<file path="src/rtl/cpsr_flag_unit.sv">
// CPSR NZCV flag holder, ARM condition evaluator and flag-hazard interlock between issue and ALU.
// Optional macro FLAG_BYPASS_EN forwards a same-cycle final writeback into condition evaluation.
module cpsr_flag_unit #(
    parameter  int MAX_INFLIGHT = 3,
    localparam int PW           = $clog2(MAX_INFLIGHT + 1)
) (
    input  logic          clk,
    input  logic          reset,
    input  logic          issue_valid,
    output logic          issue_ready,
    input  logic [3:0]    issue_cond,
    input  logic          issue_sets_flags,
    input  logic          flush,
    input  logic [3:0]    nzcv,
    input  logic          nzcv_writeback,
    output logic          exec_valid,
    output logic          exec_pass,
    output logic [3:0]    flags,
    output logic [PW-1:0] pending,
    output logic          wb_err
);

    localparam logic [PW-1:0] PEND_ONE = PW'(1'b1);
    localparam logic [PW-1:0] PEND_MAX = PW'(MAX_INFLIGHT);
    localparam logic [3:0]    COND_AL  = 4'd14;

    logic          bypass_s;
    logic [3:0]    eval_flags_s;
    logic          hazard_s;
    logic          full_s;
    logic          accept_s;
    logic          pass_s;
    logic          inc_s;
    logic          dec_s;
    logic [PW-1:0] pending_nxt_s;

    function automatic logic cond_pass_f(input logic [3:0] cond, input logic [3:0] f);
        logic n, z, c, v, res;
        {n, z, c, v} = f;
        case (cond)
            4'd0:    res = z;
            4'd1:    res = !z;
            4'd2:    res = c;
            4'd3:    res = !c;
            4'd4:    res = n;
            4'd5:    res = !n;
            4'd6:    res = v;
            4'd7:    res = !v;
            4'd8:    res = c && !z;
            4'd9:    res = !c || z;
            4'd10:   res = (n == v);
            4'd11:   res = (n != v);
            4'd12:   res = !z && (n == v);
            4'd13:   res = z || (n != v);
            4'd14:   res = 1'b1;
            4'd15:   res = 1'b0;
            default: res = 1'b0;
        endcase
        return res;
    endfunction

    // Issue interlock, condition evaluation and next pending count
    always_comb begin
        bypass_s = 1'b0;
`ifdef FLAG_BYPASS_EN
        // The last outstanding writeback is landing now; use its value directly.
        bypass_s = nzcv_writeback && (pending == PEND_ONE);
`endif
        eval_flags_s = bypass_s ? nzcv : flags;
        hazard_s     = (issue_cond != COND_AL) && (pending != '0) && !bypass_s;
        full_s       = issue_sets_flags && (pending == PEND_MAX);
        issue_ready  = !flush && !hazard_s && !full_s;
        accept_s     = issue_valid && issue_ready;
        pass_s       = cond_pass_f(issue_cond, eval_flags_s);
        inc_s        = accept_s && pass_s && issue_sets_flags;
        dec_s        = nzcv_writeback && (pending != '0);
        if (flush) begin
            pending_nxt_s = '0;
        end else if (inc_s && !dec_s) begin
            pending_nxt_s = pending + PEND_ONE;
        end else if (dec_s && !inc_s) begin
            pending_nxt_s = pending - PEND_ONE;
        end else begin
            pending_nxt_s = pending;
        end
    end

    // Architectural flags, pending counter, exec result and sticky error
    always_ff @(posedge clk or posedge reset) begin
        if (reset) begin
            flags      <= 4'b0000;
            pending    <= '0;
            exec_valid <= 1'b0;
            exec_pass  <= 1'b0;
            wb_err     <= 1'b0;
        end else begin
            if (nzcv_writeback) begin
                flags <= nzcv;
            end
            if (nzcv_writeback && (pending == '0)) begin
                wb_err <= 1'b1;
            end
            pending    <= pending_nxt_s;
            exec_valid <= accept_s;
            exec_pass  <= accept_s && pass_s;
        end
    end

endmodule

</file>
<file path="config.mk">
export PLATFORM = sky130hd
export DESIGN_NAME = cpsr_flag_unit
export DESIGN_NICKNAME = d
export VERILOG_FILES = /design/src/rtl/cpsr_flag_unit.sv
export SDC_FILE = /design/constraint.sdc
export NUM_CORES = 1
export LEC_CHECK = 0
export CORE_MARGIN = 8
export CORE_UTILIZATION = 37
export CTS_CLUSTER_DIAMETER = 100
export CTS_CLUSTER_SIZE = 20
export DETAILED_ROUTE_END_ITERATION = 7
export PLACE_DENSITY = 0.84
export SYNTH_ARGS = -nofsm -noshare
export SYNTH_HDL_FRONTEND = slang
export SYNTH_SLANG_ARGS = --single-unit
</file>
<file path="constraint.sdc">
create_clock -name clk -period 1.75 [get_ports clk]
set_clock_uncertainty 0.15 [all_clocks]
set_input_delay 0.35 -clock clk [delete_from_list [all_inputs] [get_ports clk]]
set_output_delay 0.35 -clock clk [all_outputs]
set_load 0.005 [all_outputs]
</file>
[Word-level counts from Yosys, hierarchy flattened]
Cells that the tools add are included.
Operators by class
  equality and inequality tests: 19
  multiplexer cells: 4
  add/sub/neg operators: 2
  reduce and logical (&&, ||, !) cells: 28
Operators with widths (number)
  $eq 4x4->1 const B: 8
  $eq 4x3->1 const B: 4
  $pmux 1 s16: 1
  $logic_and 1x1->1: 13
  $logic_not 1->1: 9
  $eq 4x2->1 const B: 2
  $mux 2: 3
  $eq 4x1->1 const B: 1
  $logic_not 4->1: 1
  $ne 4x4->1 const B: 1
  $reduce_bool 3->1: 1
  $add 2x1->2 const B: 1
  $eq 2x2->1 const B: 1
  $logic_not 2->1: 1
  $logic_or 1x1->1: 2
  $reduce_bool 2->1: 1
  $sub 2x1->2 const B: 1
  $eq 1x1->1: 1
  $ne 1x1->1: 1
Word-level totals
  output and inout port bits: 10
  logic and storage cells: 58
  input bits: 14
  register bits after elaboration: 9

[Longest topological paths before layout]
  depth in word-level cells: 13
  depth in mapped cells: 7
  mapped depth without buffers: 6

[Worst setup path after synthesis]
No wires, ideal clock.
  path type: input -> register
  start point: input issue_cond[0]
  end point: register pending[0]
  setup time: 128 ps
  stages: 7
  setup slack: -282 ps
  path buffers: 1
  data required time: 1472 ps
  data arrival time: 1754 ps
  cells stage by stage: buf_2 -> nand4b_4 -> a21o_1 -> a221oi_4 -> nand2_2 -> nor3_2 -> mux2_1
Between the ends
  cells in the longest elaborated chain, start to end: 11
  elaborated cells on any way between the ends: 31
  those cells by class: eq/ne: 16; mux: 3; reduce/logical: 12
Ends and longest elaborated chain
  from (decl): RTL line 11  | input logic [3:0] issue_cond,
  $ne 4x4->1 *: RTL line 70  | hazard_s = (issue_cond != COND_AL) && (pending != '0) && !bypass_s;
  $logic_and 1x1->1 *: RTL line 70
  $logic_not 1->1 *: RTL line 72  | issue_ready = !flush && !hazard_s && !full_s;
  $logic_and 1x1->1 * (2 in series): RTL line 72
  via issue_ready: RTL line 10  | output logic issue_ready,
  $logic_and 1x1->1 *: RTL line 73  | accept_s = issue_valid && issue_ready;
  $logic_and 1x1->1 * (2 in series): RTL line 75  | inc_s = accept_s && pass_s && issue_sets_flags;
  $logic_and 1x1->1 / $logic_not 1->1 (equally long branches): RTL line 79, 81
  $mux 2 / $logic_and 1x1->1 (equally long branches): RTL line 79, 81
  $mux 2 / $reduce_bool 3->1 (equally long branches)
  to (signal assigned): RTL line 103  | pending <= pending_nxt_s;
  to (decl): RTL line 19  | output logic [PW-1:0] pending,
The timed path passes the listed nets; every way through them passes the cells marked *.
A chain may end at the register's enable or synchronous reset.

[Worst setup path after layout]
  start point: register flags[3]
  end point: register pending[0]
Between the ends
  cells in the longest elaborated chain, start to end: 8
  elaborated cells on any way between the ends: 14
  those cells by class: eq/ne: 2; mux: 3; reduce/logical: 9
Ends and longest elaborated chain
  from (decl): RTL line 18  | output logic [3:0] flags,
  from (signal assigned): RTL line 98  | flags <= nzcv;
  $ne 1x1->1 / $eq 1x1->1 (equally long branches)
  $logic_or 1x1->1 / $logic_and 1x1->1 (equally long branches): RTL line 54, 53
  $pmux 1 s16 *: RTL line 40  | case (cond)
  $logic_and 1x1->1 * (2 in series): RTL line 75
  $logic_and 1x1->1 / $logic_not 1->1 (equally long branches): RTL line 79, 81
  $mux 2 / $logic_and 1x1->1 (equally long branches): RTL line 79, 81
  $mux 2 / $reduce_bool 3->1 (equally long branches)
Every way passes the cells marked *; elsewhere a longest branch is shown, timed or not.

==> results.ini <==
[run]
maxCapViolations=0

[power_and_ir_drop]
clockPowerShare_pct=25.9
power_density_nw_per_um2=570
ir_drop_uv=486
p_int_mw=0.443
power_switching_mw=0.182
p_leak_nw=0.523
power_frac_seq_pct=37.8
switching_share_pct=29.1
pwr-share-comb_pct=36.3

[logic_synthesis]
synth_edf_count=0
ys_seq_elements=9
seq_area_frac_synth_pct=37.1
synth_cell_type_count=32
synthFlopType=dfrtp_1
async_flop_share_pct=100
synthCells=61
synth_nets=75
postSynthAreaPerCell_um2=9.95
ys_warn_count=0
synth_area_um2=607

[sta]
fmax_mhz=529
setup_viol=2
period_minus_slack_ns=1.89
hold_viol_final=0
tightest_slew_ns=0.364
layout_setup_ws_ns=-0.141
rsz0062_at_grt=true
worst_hold_slack_ns=0.202
finalCritPeriodShare_pct=108
finalMaxSlewViolations=0
slew_headroom_pct=75.5

[global_routing]
grt_max_degree=10
met2_usage_pct=21.2
grt_use_total_pct=11.7
grt_pass1_vias=706
use_met1_pct=12.8
met3_usage_pct=3.82
grt-ovfl-total=0
grt_pass1_wl_mm=3.07
antenna_found_initial=0
top_usage_layer=met2

[worst_setup_path]
critPathKind=reg2reg
reg2reg_slack_ns=-0.14
reg2reg_from=flags[3]
critPathMaxFanout=3
critical_path.startpoint=flags[3]
crit_path_start_kind=register
cpPeakStageDelay_ns=0.42
ff2ff_path_depth=6
end_kind=register
critical_path_arrival_ns=1.89
cp_cell_sequence=xor2_2 > a2bb2oi_2 > xnor2_1 > a32oi_2 > nor3_4 > mux2_4
critical_path.slowest_cell=dfrtp_1
crit_required_ns=1.75
rr_endpoint=pending[0]

[final_layout]
antenna_cells=0
drive_gt1_share_pct=46.3
stdcell_count=124
area_growth_pct=80.8
nNetsFinal=123

[clocking]
clk_pin_slew_worst_paths_ns=0.07
worstSkewPairLatency_ns=0.26
clock_sinks=9
cts_buffer_depth=2
cts_root_buffer=clkbuf_4
cts_hold_buf=0
h-tree-depth=1
cts_tree=yes
numCtsBuffers=3

[drt]
vias=667
drt_iter0_drc=16
routed_via_density=5.38
routed_wl_mm=1.83
drt_first_pass_iters=4
ant_nets=0
post-route-drc-count=0
avgRoutedWirePerCell_um=14.8

[run_status]
violations=setup timing
outcome=finished, violations left

[die]
die_area_um2=3190
rows=14
core_area_um2=1520
die_y_um=56.5
start_util_pct=39.8
ios=24
die_x_um=56.5

[placement]
gp_congestion=0.747
dp_cells=116
dpl.hpwl_mm=1.28
portBuffers=23

[worst_hold_path]
hold_class=in2async

-- critical path, delay by kind of cell (launching register included) --
kind / cells / cell delay, ns
AO/OA/AOI/OAI: 2 / 0.33
XOR/XNOR: 2 / 0.40
flip-flops: 1 / 0.42
multiplexers: 1 / 0.31
AND/OR/NAND/NOR: 1 / 0.18
-- state kept, by name (all words and copies together), names as in the netlist --
register	cells
exec_pass	1
exec_valid	1
flags	4
pending	2
wb_err	1
-- per-stage QoR --
step           instance area (um2)  setup WS [ns]  util [%]  TNS (ns)  power (mW)
2_1_floorplan                  617         -0.194         -    -0.194       0.321
3_3_place_gp                   982         -0.750      64.4     -2.80       0.432
3_5_place_dp                   982         -0.783      64.4     -2.93       0.437
4_1_cts                       1070         -0.136      70.5    -0.181       0.620
5_1_grt                       1100         -0.198      72.0    -0.377       0.664
6_report                      1100         -0.141      72.0    -0.200       0.625
-- power by group through the flow --
stage	Combinational (mW)	Clock [mW]	Sequential [mW]
after floorplan	0.0813	0	0.240
after global placement	0.196	0	0.236
after detailed placement	0.200	0	0.237
after CTS	0.218	0.167	0.235
after global routing	0.244	0.183	0.237
final	0.227	0.162	0.236
-- metal layers --
metal	vias up	wire, um
met5	-	0
met3	3	123
met1	326	727
met2	27	973
li1	311	-
met4	0	8
-- layout by cell type (no fill, tap or decap), types with 2 or more instances in the layout --
master	n
buf_2	4
clkdlybuf4s50_1	11
a211oi_2	2
clkbuf_4	3
buf_4	16
mux2_2	4
dfrtp_1	8
nor2_1	8
buf_6	6
nor2b_1	3
inv_1	4
dlygate4sd2_1	7
nand2_1	4
-- repair_timing --
item | 4_1_cts | 5_1_grt
setup endpoints to repair | 10 | 3
setup buffers | 4 | 1
pin swaps | 10 | 4
gates resized for setup | 41 | 3
-- cells in the mapped netlist, types with 2 or more instances --
cell type / count / share of area (%)
inv_1: 4 / 2.5
nand2_1: 4 / 2.5
buf_2: 2 / 1.6
nor2_1: 8 / 4.9
a211oi_1: 2 / 2.5
a21oi_1: 2 / 1.6
mux2_2: 4 / 7.4
nor2b_1: 3 / 3.1
dfrtp_1: 9 / 37
-- worst max-delay path by stage --
stage	to	slack [ns]	cells past startpoint
CTS	pending[0]	-0.14	6
finish	pending[0]	-0.14	6
global placement	pending[0]	-0.75	8
global route	pending[0]	-0.20	6
detailed placement	pending[0]	-0.78	8
floorplan	pending[0]	-0.19	7
-- cell type report --
class | instances | area [um2]
clock buffers | 4 | 26.3
repair buffers | 45 | 390
fillers | 103 | 427
multi-input cells | 46 | 419
flip-flops and latches | 9 | 226
well taps | 16 | 20.0
inverters | 4 | 15.0
-- cells by family (layout without fill, tap and decap cells) --
kind of cell              after synthesis  in the layout  synth area share [%]
AOI/OAI and AO/OA                      14             14                  21.2
xor gates and xnor gates                2              2                  2.89
buffers and inverters                   6             53                  4.12
DFF                                     9              9                  37.1
muxes                                   6              6                  10.9
and+or+nand+nor                        24             24                  23.7
(Power assumes the default switching activity.)
